<file path="config.mk">
export PLATFORM = sky130hd
export DESIGN_NAME = ma_filter_ps
export DESIGN_NICKNAME = d
export VERILOG_FILES = /design/src/rtl/ma_pkg.sv /design/src/rtl/ma_delay_line.sv /design/src/rtl/ma_filter_ps.sv
export SDC_FILE = /design/constraint.sdc
export NUM_CORES = 1
export LEC_CHECK = 0
export ABC_CLOCK_PERIOD_IN_PS = 17100
export CORE_MARGIN = 2
export CORE_UTILIZATION = 38
export DETAILED_ROUTE_END_ITERATION = 8
export MAX_ROUTING_LAYER = met4
export PLACE_DENSITY = 0.52
export SLEW_MARGIN = 40
export SYNTH_ARGS = -nofsm -noshare
export SYNTH_HDL_FRONTEND = slang
export SYNTH_SLANG_ARGS = --single-unit
</file>
<file path="constraint.sdc">
create_clock -name clk -period 17.1 [get_ports clk]
set_clock_uncertainty 0.2 [all_clocks]
set_input_delay 3.42 -clock clk [delete_from_list [all_inputs] [get_ports clk]]
set_output_delay 3.42 -clock clk [all_outputs]
set_load 0.01 [all_outputs]
</file>
<file path="src/rtl/ma_pkg.sv">
// rtl/ma_pkg.sv - shared sizing and window-select helpers for the moving-average filter
//
// Purpose: constant functions used to size the filter ports and datapath.
//   sel_w     : width of the window-exponent input for a given LOG2_WIN_MAX
//   acc_w     : running-sum width; DATA_W + LOG2_WIN_MAX bits cannot overflow
//               because the sum never holds more than 2^LOG2_WIN_MAX samples
//   clamp_sel : limits a requested window exponent to LOG2_WIN_MAX
// Ports: none (package).

package ma_pkg;

  function automatic int sel_w(input int log2_win_max);
    return (log2_win_max < 1) ? 1 : $clog2(log2_win_max + 1);
  endfunction

  function automatic int acc_w(input int data_w, input int log2_win_max);
    return data_w + log2_win_max;
  endfunction

  function automatic int clamp_sel(input int sel, input int log2_win_max);
    return (sel > log2_win_max) ? log2_win_max : sel;
  endfunction

endpackage

</file>
<file path="src/rtl/ma_delay_line.sv">
// rtl/ma_delay_line.sv - circular sample buffer with offset read port
//
// Purpose: 2^ADDR_W x DATA_W sample store. One synchronous write port and one
// asynchronous read port addressed as (wr_addr - rd_offset) mod depth, so the
// read returns the pre-write contents of the slot (read before write).
// No reset: contents are masked upstream until they have been written.
// Ports:
//   clk       in   clock
//   wr_en     in   write strobe
//   wr_addr   in   write slot (also the base of the read address)
//   wr_data   in   sample to store
//   rd_offset in   distance back from wr_addr to read (0 reads the slot being written)
//   rd_data   out  stored sample at wr_addr - rd_offset

module ma_delay_line #(
  parameter int DATA_W = 32,
  parameter int ADDR_W = 3
) (
  input  logic              clk,
  input  logic              wr_en,
  input  logic [ADDR_W-1:0] wr_addr,
  input  logic [DATA_W-1:0] wr_data,
  input  logic [ADDR_W-1:0] rd_offset,
  output logic [DATA_W-1:0] rd_data
);

  logic [DATA_W-1:0] mem [2**ADDR_W];
  logic [ADDR_W-1:0] rd_addr;

  // Modulo arithmetic falls out of the natural ADDR_W-bit wrap.
  assign rd_addr = wr_addr - rd_offset;
  assign rd_data = mem[rd_addr];

  always_ff @(posedge clk) begin
    if (wr_en) begin
      mem[wr_addr] <= wr_data;
    end
  end

endmodule

</file>
<file path="src/rtl/ma_filter_ps.sv">
// rtl/ma_filter_ps.sv - streaming moving-average filter with run-time window select
//
// Purpose: running-sum moving average of signed samples over a window of
// 2^k samples (k = win_sel clamped to LOG2_WIN_MAX). One add and one subtract
// per accepted sample; latency 1 cycle. During fill the partial sum is still
// divided by the full window; out_full marks a complete window.
// Build option: define MA_ROUND_EN to round half toward +inf instead of floor.
// Ports:
//   clk       in   clock
//   rst_n     in   synchronous active-low reset
//   clear     in   synchronous flush of sum and fill count (sample discarded)
//   win_sel   in   window exponent k; a change from last cycle also flushes
//   in_valid  in   sample strobe, no backpressure
//   in_data   in   signed sample
//   out_valid out  one-cycle pulse per accepted sample
//   out_data  out  signed average, holds between pulses
//   out_full  out  average covers a full window

module ma_filter_ps
  import ma_pkg::*;
#(
  parameter int DATA_W       = 32,
  parameter int LOG2_WIN_MAX = 3,
  localparam int SEL_W       = sel_w(LOG2_WIN_MAX)
) (
  input  logic              clk,
  input  logic              rst_n,
  input  logic              clear,
  input  logic [SEL_W-1:0]  win_sel,
  input  logic              in_valid,
  input  logic [DATA_W-1:0] in_data,
  output logic              out_valid,
  output logic [DATA_W-1:0] out_data,
  output logic              out_full
);

  localparam int ACC_W  = acc_w(DATA_W, LOG2_WIN_MAX);
  localparam int EXT_W  = ACC_W + 1;
  localparam int FILL_W = LOG2_WIN_MAX + 1;
  localparam int WMAX   = 1 << LOG2_WIN_MAX;

  logic        [SEL_W-1:0]        k_cur;
  logic        [SEL_W-1:0]        k_reg;
  logic                           flush;
  logic        [FILL_W-1:0]       win_len;
  logic        [FILL_W-1:0]       fill;
  logic        [FILL_W-1:0]       fill_next;
  logic                           window_full;
  logic        [LOG2_WIN_MAX-1:0] wr_ptr;
  logic                           wr_en;
  logic        [DATA_W-1:0]       rd_data;
  logic signed [ACC_W-1:0]        acc;
  logic signed [ACC_W-1:0]        acc_next;
  logic signed [ACC_W-1:0]        x_ext;
  logic signed [ACC_W-1:0]        old_ext;
  logic signed [EXT_W-1:0]        pre_shift;
  logic        [DATA_W-1:0]       avg;

  assign k_cur   = SEL_W'(clamp_sel(int'(win_sel), LOG2_WIN_MAX));
  assign flush   = clear | (k_cur != k_reg);
  assign win_len = FILL_W'(1) << k_cur;

  // Until the window has filled there is no sample to retire.
  assign window_full = (fill >= win_len);
  assign fill_next   = (fill == FILL_W'(WMAX)) ? fill : fill + FILL_W'(1);
  assign wr_en       = rst_n & ~flush & in_valid;

  assign x_ext    = ACC_W'($signed(in_data));
  assign old_ext  = window_full ? ACC_W'($signed(rd_data)) : '0;
  assign acc_next = acc + x_ext - old_ext;

`ifdef MA_ROUND_EN
  logic signed [EXT_W-1:0] rnd;
  // Half an LSB of the output: 2^(k-1), and zero when k = 0.
  assign rnd       = (EXT_W'(1) << k_cur) >> 1;
  assign pre_shift = EXT_W'(acc_next) + rnd;
`else
  assign pre_shift = EXT_W'(acc_next);
`endif

  // Arithmetic shift gives floor division; the result always fits DATA_W.
  assign avg = DATA_W'(pre_shift >>> k_cur);

  // A window of WMAX wraps the offset to 0, reading the slot about to be overwritten.
  ma_delay_line #(
    .DATA_W (DATA_W),
    .ADDR_W (LOG2_WIN_MAX)
  ) u_delay_line (
    .clk       (clk),
    .wr_en     (wr_en),
    .wr_addr   (wr_ptr),
    .wr_data   (in_data),
    .rd_offset (win_len[LOG2_WIN_MAX-1:0]),
    .rd_data   (rd_data)
  );

  always_ff @(posedge clk) begin
    // Track win_sel even in reset so the first cycle after reset is not a flush.
    k_reg <= k_cur;
    if (!rst_n) begin
      acc       <= '0;
      fill      <= '0;
      wr_ptr    <= '0;
      out_valid <= 1'b0;
      out_data  <= '0;
      out_full  <= 1'b0;
    end else if (flush) begin
      acc       <= '0;
      fill      <= '0;
      out_valid <= 1'b0;
      out_full  <= 1'b0;
    end else if (in_valid) begin
      acc       <= acc_next;
      fill      <= fill_next;
      wr_ptr    <= wr_ptr + LOG2_WIN_MAX'(1);
      out_valid <= 1'b1;
      out_data  <= avg;
      out_full  <= (fill_next >= win_len);
    end else begin
      out_valid <= 1'b0;
    end
  end

endmodule
</file>
==> key figures, run 1 <==
Placement
  • RePlAce Congestion: roughly 0.87
  • Placement Cell Area: between 15000 and 20000 µm²
  • Place WS: roughly 6500 ps
  • Hpwl dp: about 28000 µm
  • PortBufs: ~70

Clock network
  • Clock Sinks: roughly 330
  • Inserted Clock Buffers: 38
  • CTS H-tree depth: 2
  • CTS Hold Bufs: 0
  • Post_cts resized: 0
  • Clk root buf: clkbuf_16
  • Clock latency on the worst-skew pair: between 500 and 600 ps
  • TritonCTS clock tree: yes
  • Bufs on Longest Clock Path: 3
  • CTS clock-pin slew for the worst setup and hold paths: approximately 60 ps
  • Post-CTS setup buffer count: 0

Logic synthesis
  • Mapped cell area: between 15000 and 20000 µm²
  • Post-synth EDFFs: 256
  • Post-synth top flop: edfxtp_1
  • Post-synthesis cell count: ~1400
  • Sequential element share of the synthesized area: 0.5467
  • Avg Cell Area, Syn: between 10 and 15 µm²
  • Synth unique cells: between 70 and 80
  • Synth Net Count: about 1500
  • Number of synthesized register bits: 334
  • Synth top area share: 0.4544
  • Top cell type by total area after synthesis: edfxtp_1
  • Syn. warnings: 0
  • Ys async rst share: 0
  • Top post-synthesis cells by area: edfxtp_1, mux4_2, dfxtp_1

Worst setup path
  • RR Startpoint: wr_ptr[0]$_SDFFE_PN0P_
  • WP data arrival: roughly 10000 ps
  • Crit path capture: out_data[30]$_SDFFE_PN0P_
  • CP Max Fanout: 38
  • Reg2Reg Depth: 17
  • Setup crit start kind: input port
  • Critical Path RT: roughly 17000 ps
  • WS Path Type: input port to register
  • CP startpoint: win_sel[1]
  • Worst setup EP type: register
  • FF-to-FF setup slack: between 10000 and 15000 ps
  • Crit Reg-Reg Endpoint: out_data[30]$_SDFFE_PN0P_

Route
  • Vias: 10720
  • DR WL/cell: 20.30 µm
  • First-pass DRT Iterations: 6
  • Antenna Nets Post-Route: 0
  • DRT Wirelength: roughly 41000 µm
  • Post-DR vias/cell: between 5 and 6
  • DRC viols: 0
  • Drt initial violations: 876

Finish
  • Largest Register: u_delay_line.mem
  • Area of the multi-input gates: 6927 µm²
  • Fillers: ~4100
  • Largest regs: u_delay_line.mem: 256 flops, acc: 35 flops, out_data: 32 flops
  • Layout area overhead: 15.83%
  • FF/Latch Area: between 9000 and 10000 µm²
  • Max reg flops: 256
  • Fin nets: ~1500
  • Diodes inserted: 0
  • Design area: about 20000 µm²
  • Fraction of layout cells with a size suffix above 1: 0.1387

Outcome
  • Run status: finished clean

Hold path
  • Hold/Removal Path Class: register to register
  • Hold Startpoint: out_data[4]$_SDFFE_PN0P_
  • Hold-critical path depth: 2

STA
  • Worst slew margin: 0.5322
  • Hold_ws: between 200 and 300 ps
  • Final period utilization: 0.5699
  • Crit path time final: approximately 10000 ps
  • Worst slew pin tran: ~700 ps
  • Setup TNS: 0 ps
  • Final worst setup slack: between 7000 and 8000 ps
  • Hold Violations, Final: 0
  • Fmax: just over 100 MHz
  • Setup-failing EPs final: 0
  • RSZ-0062 raised after global routing: no
  • Final slew viol count: 0

Die
  • Core Region: between 40000 and 50000 µm²
  • Die area: approximately 46000 µm²
  • Top Ports: slightly above 70
  • Die Y: approximately 210 µm
  • Initial core utilization: 0.3834
  • Die X: roughly 210 µm
  • # rows: slightly below 80

Pwr
  • Total Power: 2.305 mW
  • Leakage: ~7 nW
  • Max VDD drop: 0.00005728 V
  • Pwr dens: 117.7 nW/µm²

GRT
  • Largest net degree at the start of global routing: 39
  • Tot GR Track Use: 0.1888
  • Antenna violations before repair: 0
  • Vias in the first global route: 10920
  • GR Overflow Total: 0
  • First-pass GRT wire length: 65630 µm

Run
  • Max cap viols: 0
[power by group]
| group | switching [mW] | internal (mW) | total [mW] | leakage (nW) |
|---|---|---|---|---|
| clock | 0.324 | 0.462 | 0.787 | 0.594 |
| combinational | 0.389 | 0.243 | 0.632 | 3.55 |
| sequential | 0.00572 | 0.881 | 0.887 | 2.93 |
| total | 0.719 | 1.59 | 2.31 | 7.08 |
[synth_stat cells, types with 9 or more instances]
master and n:
edfxtp_1 256, inv_1 145, nand2_1 141, a21oi_1 90, nor2_1 85, dfxtp_1 78, mux4_2 73, ha_1 48
clkbuf_1 45, fa_1 35, mux2i_1 35, o21ai_0 34, nor3_1 29, a211oi_1 27, xnor2_1 22, a21o_1 19
xor2_1 17, nand3_1 13, buf_1 12, o211ai_1 9
[cells by family after synthesis]
| logic type | after synthesis | share of synthesized area |
|---|---|---|
| compound gates | 252 | 0.1028 |
| xor+xnor | 39 | 0.02019 |
| fa+ha+maj | 83 | 0.07692 |
| buf+inv | 216 | 0.05044 |
| flops | 334 | 0.5467 |
| mux | 111 | 0.1199 |
| simple gates | 318 | 0.08299 |
[layout by cell type (no fill, tap or decap), types with 23 or more instances in the layout]
cell type,synthesis,final
clkbuf_16,0,39
ha_1,48,47
dfxtp_1,78,78
nor2_1,85,81
a211oi_1,27,27
o21ai_0,34,34
a21oi_1,90,89
inv_1,145,145
mux4_2,73,73
mux2i_1,35,35
nor3_1,29,25
nand2_1,141,140
fa_1,35,34
buf_4,4,23
edfxtp_1,256,256
clkdlybuf4s50_1,0,70
[stage by stage]
step           utilization  cells
2_1_floorplan            -   1353
3_3_place_gp        0.4159   1972
3_5_place_dp        0.4167   1974
4_1_cts             0.4440   2041
5_1_grt             0.4441   2041
6_report            0.4441   2041
[layout make-up]
type	instances	area share
tap	592	0.03780
clock buffer	48	0.05307
multi-input combinational	803	0.3535
clock inverter	19	0.008238
timing repair buffer	97	0.04693
sequential	334	0.4720
inverter	148	0.02842
[critical path, stage by stage]
cell and delay, ps:
clkdlybuf4s50_1 400, buf_4 250, inv_2 440, nand2_1 380, fa_2 440, xnor2_1 510, xor2_4 160, buf_4 420
nand2_1 130, a21oi_1 240, fa_1 440, inv_1 70, ha_1 310, and4_1 330, nor3b_1 220, inv_1 120
a2111oi_4 580, nor3_1 110, a211oi_2 530, a2111oi_0 200, nor4_1 240
[how the worst min path moves through the flow]
stage                                      endpoint  slack [ps]
after floorplan                 acc[2]$_SDFFE_PP0P_         260
final                      out_data[4]$_SDFFE_PN0P_         250
after global placement     out_data[4]$_SDFFE_PN0P_         240
after CTS                 out_data[12]$_SDFFE_PN0P_         260
after global routing      out_data[12]$_SDFFE_PN0P_         280
after detailed placement  out_data[12]$_SDFFE_PN0P_         250
[metal layers]
layer | wire [µm] | track usage | up-vias
met5 | 0 | - | -
met4 | 1164 | 0.06667 | 0
met3 | 1749 | 0.02732 | 66
met2 | 18350 | 0.2787 | 220
met1 | 20180 | 0.2668 | 5354
li1 | - | - | 5078
Power figures use the tool's default switching activity.
==> inputs of run 2 (changes only) <==
- ABC_CLOCK_PERIOD_IN_PS: 17100 -> 8200
- PLACE_DENSITY: 0.52 -> 0.54
- clock period: 17.1 -> 8.2 ns (I/O delays scaled with it)
==> run 2 against run 1 <==
Net effect: sequential share of layout area is 0.24 points lower; cell count is 0.54% higher; flip-flop and latch count stayed put; critical path type unchanged; largest cell class unchanged.
==> key figures, run 2 (synthesis gave the netlist of run 1 again) <==
Pwr
  • Leakage: 7.114 nW (was 7.081 nW)
  • Pwr dens: 246.5 nW/µm² (was 117.7 nW/µm²)
  • Max VDD drop: 0.0001116 V (was 0.00005728 V)

Finish
  • Largest regs: u_delay_line.mem: 256 flops, acc: 35 flops, out_data: 32 flops (unchanged)
  • Most frequent cells in the layout: edfxtp_1, inv_1, nand2_1 (unchanged)
  • Max reg flops: 256 (unchanged)
  • FF/Latch Area: 9249 µm² (unchanged)
  • Fraction of layout cells with a size suffix above 1: 0.1390 (was 0.1387)
  • Most common cell after layout, fill and taps aside: edfxtp_1 (unchanged)
  • Fillers: 4115 (was 4090)
  • Design area: 19690 µm² (was 19590 µm²)
  • Layout area overhead: 16.41% (was 15.83%)
  • Area of the multi-input gates: 6924 µm² (was 6927 µm²)
  • Largest Register: u_delay_line.mem (unchanged)
  • Fin nets: 1556 (was 1543)
  • Diodes inserted: 0 (unchanged)

GRT
  • Antenna violations before repair: 0 (unchanged)
  • Tot GR Track Use: 0.2021 (was 0.1888)
  • First-pass GRT wire length: 68660 µm (was 65630 µm)
  • Largest net degree at the start of global routing: 65 (was 39)
  • GR Overflow Total: 0 (unchanged)
  • Vias in the first global route: 11060 (was 10920)

Route
  • First-pass DRT Iterations: 5 (was 6)
  • DRC viols: 0 (unchanged)
  • Antenna Nets Post-Route: 0 (unchanged)
  • DR WL/cell: 21.57 µm (was 20.30 µm)
  • DRT Wirelength: 44260 µm (was 41440 µm)
  • Post-DR vias/cell: 5.304 (was 5.251)
  • Drt initial violations: 887 (was 876)
  • Vias: 10880 (was 10720)

Placement
  • Placement Cell Area: 18520 µm² (was 18390 µm²)
  • Hpwl dp: 28860 µm (was 28010 µm)
  • RePlAce Congestion: 0.8671 (was 0.8719)
  • PortBufs: 71 (unchanged)

Clock network
  • CTS H-tree depth: 2 (unchanged)
  • TritonCTS clock tree: yes (unchanged)
  • CTS clock-pin slew for the worst setup and hold paths: 60 ps (about the same)
  • Clock latency on the worst-skew pair: 550 ps (about the same)
  • Clock Sinks: 334 (unchanged)
  • Post_cts resized: 0 (unchanged)
  • Clk root buf: clkbuf_16 (unchanged)
  • CTS Hold Bufs: 0 (unchanged)
  • Inserted Clock Buffers: 38 (unchanged)
  • Bufs on Longest Clock Path: 3 (unchanged)
  • Post-CTS setup buffer count: 0 (unchanged)

Worst setup path
  • Worst setup EP type: register (unchanged)
  • WP depth: 22 (was 21)
  • CP top delay family: compound AO/OA/AOI/OAI gates (was buffers and inverters)
  • Biggest cell delay along the critical path: 520 ps (was 580 ps)
  • CP cell instances: clkdlybuf4s50_1 > nor2_1 > ha_4 > inv_1 > fa_2 > xnor2_1 > buf_4 > xnor2_2 > buf_4 > nand2_1 > a21oi_1 > fa_1 > inv_1 > ha_1 > a211oi_1 > o211ai_2 > a21boi_2 > a2111oi_4 > or3_2 > a32oi_1 > a21oi_1 > o31ai_1 (was clkdlybuf4s50_1 > buf_4 > inv_2 > nand2_1 > fa_2 > xnor2_1 > xor2_4 > buf_4 > nand2_1 > a21oi_1 > fa_1 > inv_1 > ha_1 > and4_1 > nor3b_1 > inv_1 > a2111oi_4 > nor3_1 > a211oi_2 > a2111oi_0 > nor4_1)
  • Setup crit start kind: input port (unchanged)
  • WP data arrival: 7500 ps (was 10000 ps)
  • Buffers & Inverters on Critical Path: 5 (was 6)
  • Critical Path RT: 8450 ps (was 17360 ps)
  • CP Max Fanout: 27 (was 38)
  • Reg2Reg Depth: 21 (was 17)
  • Crit path max-delay cell type: clkdlybuf4s50_1 (was a2111oi_4)
  • WS Path Type: input port to register (unchanged)

Outcome
  • Run status: finished clean (unchanged)

Die
  • Die area: 46220 µm² (unchanged)
  • Top Ports: 72 (unchanged)
  • Die Y: 215.0 µm (unchanged)
  • Core Region: 44120 µm² (unchanged)
  • Die X: 215.0 µm (unchanged)
  • # rows: 77 (unchanged)
  • Initial core utilization: 0.3834 (unchanged)

Run
  • Max cap viols: 0 (unchanged)

STA
  • Final slew viol count: 0 (unchanged)
  • Crit path time final: roughly 7200 ps
  • Final period utilization: 0.8834
  • RSZ-0062 raised after global routing: no (unchanged)
  • Worst slew margin: 0.4698 (was 0.5322)
  • Setup-failing EPs final: 0 (unchanged)
  • Setup TNS: 0 ps (unchanged)
  • Worst slew pin tran: 793.4 ps (was 699.1 ps)
  • Hold Violations, Final: 0 (unchanged)
  • Fmax: roughly 140 MHz

Hold path
  • Hold-critical path depth: 2 (unchanged)
  • Hold/Removal Path Class: register to register (unchanged)
## run 2: cell count changes in the layout (fill, tap and decap cells not counted), sizes merged
cell	change
clkinvlp	+3
inv	-2
bufinv	+1
clkbuf	+4
buf	+13
clkinv	-8
## run 2: cell type report
cell class | instances | share of cell area
repair buffers | 110 | 0.05324
clock inverters | 13 | 0.007624
clock buffers | 52 | 0.05204
flip-flops and latches | 334 | 0.4697
multi-input cells | 803 | 0.3516
well taps | 592 | 0.03761
inverters | 148 | 0.02821
## run 2: worst register-to-register path, stage by stage, from the launching register on
cell	delay (ps)
dfxtp_1	400
inv_1	160
ha_4	140
inv_1	50
fa_2	350
xnor2_1	130
buf_4	170
xnor2_2	150
buf_4	450
nand2_1	120
a21oi_1	180
fa_1	430
inv_1	120
ha_1	250
a211oi_1	410
o211ai_2	190
a21boi_2	420
a2111oi_4	190
or3_2	480
a32oi_1	430
a21oi_1	130
o31ai_1	240
## run 2: stage by stage
| step | util | hold slack (ps) | power, mW | instances | setup slack (ps) |
|---|---|---|---|---|---|
| after global placement | 0.4196 | 245.1 | 3.231 | 1987 | 485.6 |
| after CTS | 0.4463 | 252.6 | 4.891 | 2052 | 1014 |
| after global routing | 0.4463 | 283.6 | 5.099 | 2052 | 629.2 |
| final | 0.4463 | 249.9 | 4.854 | 2052 | 956.5 |
| after detailed placement | 0.4197 | 244.8 | 3.235 | 1987 | 470.1 |
| after floorplan | - | 256.3 | 2.823 | 1353 | 1013 |
## run 2: where the power goes
group / total, mW / internal (mW) / leakage, nW / switching, mW
Clock: 1.64 / 0.969 / 0.558 / 0.675
Combinational: 1.36 / 0.530 / 3.62 / 0.831
Sequential: 1.85 / 1.84 / 2.93 / 0.0117
Total: 4.85 / 3.34 / 7.11 / 1.52
## run 2: worst paths after layout
kind / to / slack, ps / from
max: out_data[27]$_SDFFE_PN0P_ / 960 / win_sel[0]
max reg2reg: out_data[27]$_SDFFE_PN0P_ / 2310 / wr_ptr[0]$_SDFFE_PN0P_
min reg2reg: out_data[4]$_SDFFE_PN0P_ / 250 / out_data[4]$_SDFFE_PN0P_
min: out_data[4]$_SDFFE_PN0P_ / 250 / out_data[4]$_SDFFE_PN0P_
## run 2: routing by layer
layer	share of wire	track usage	wire length (µm)
met4	0.019	0.05310	852
met3	0.060	0.03638	2672
met5	0	-	0
met1	0.48	0.2877	21130
met2	0.44	0.2994	19600
==> inputs of run 3 (changes only) <==
- HOLD_SLACK_MARGIN: default -> 0.12
==> results of run 3 <==
No change in the layout: final DEF, timing and power equal those of run 2.
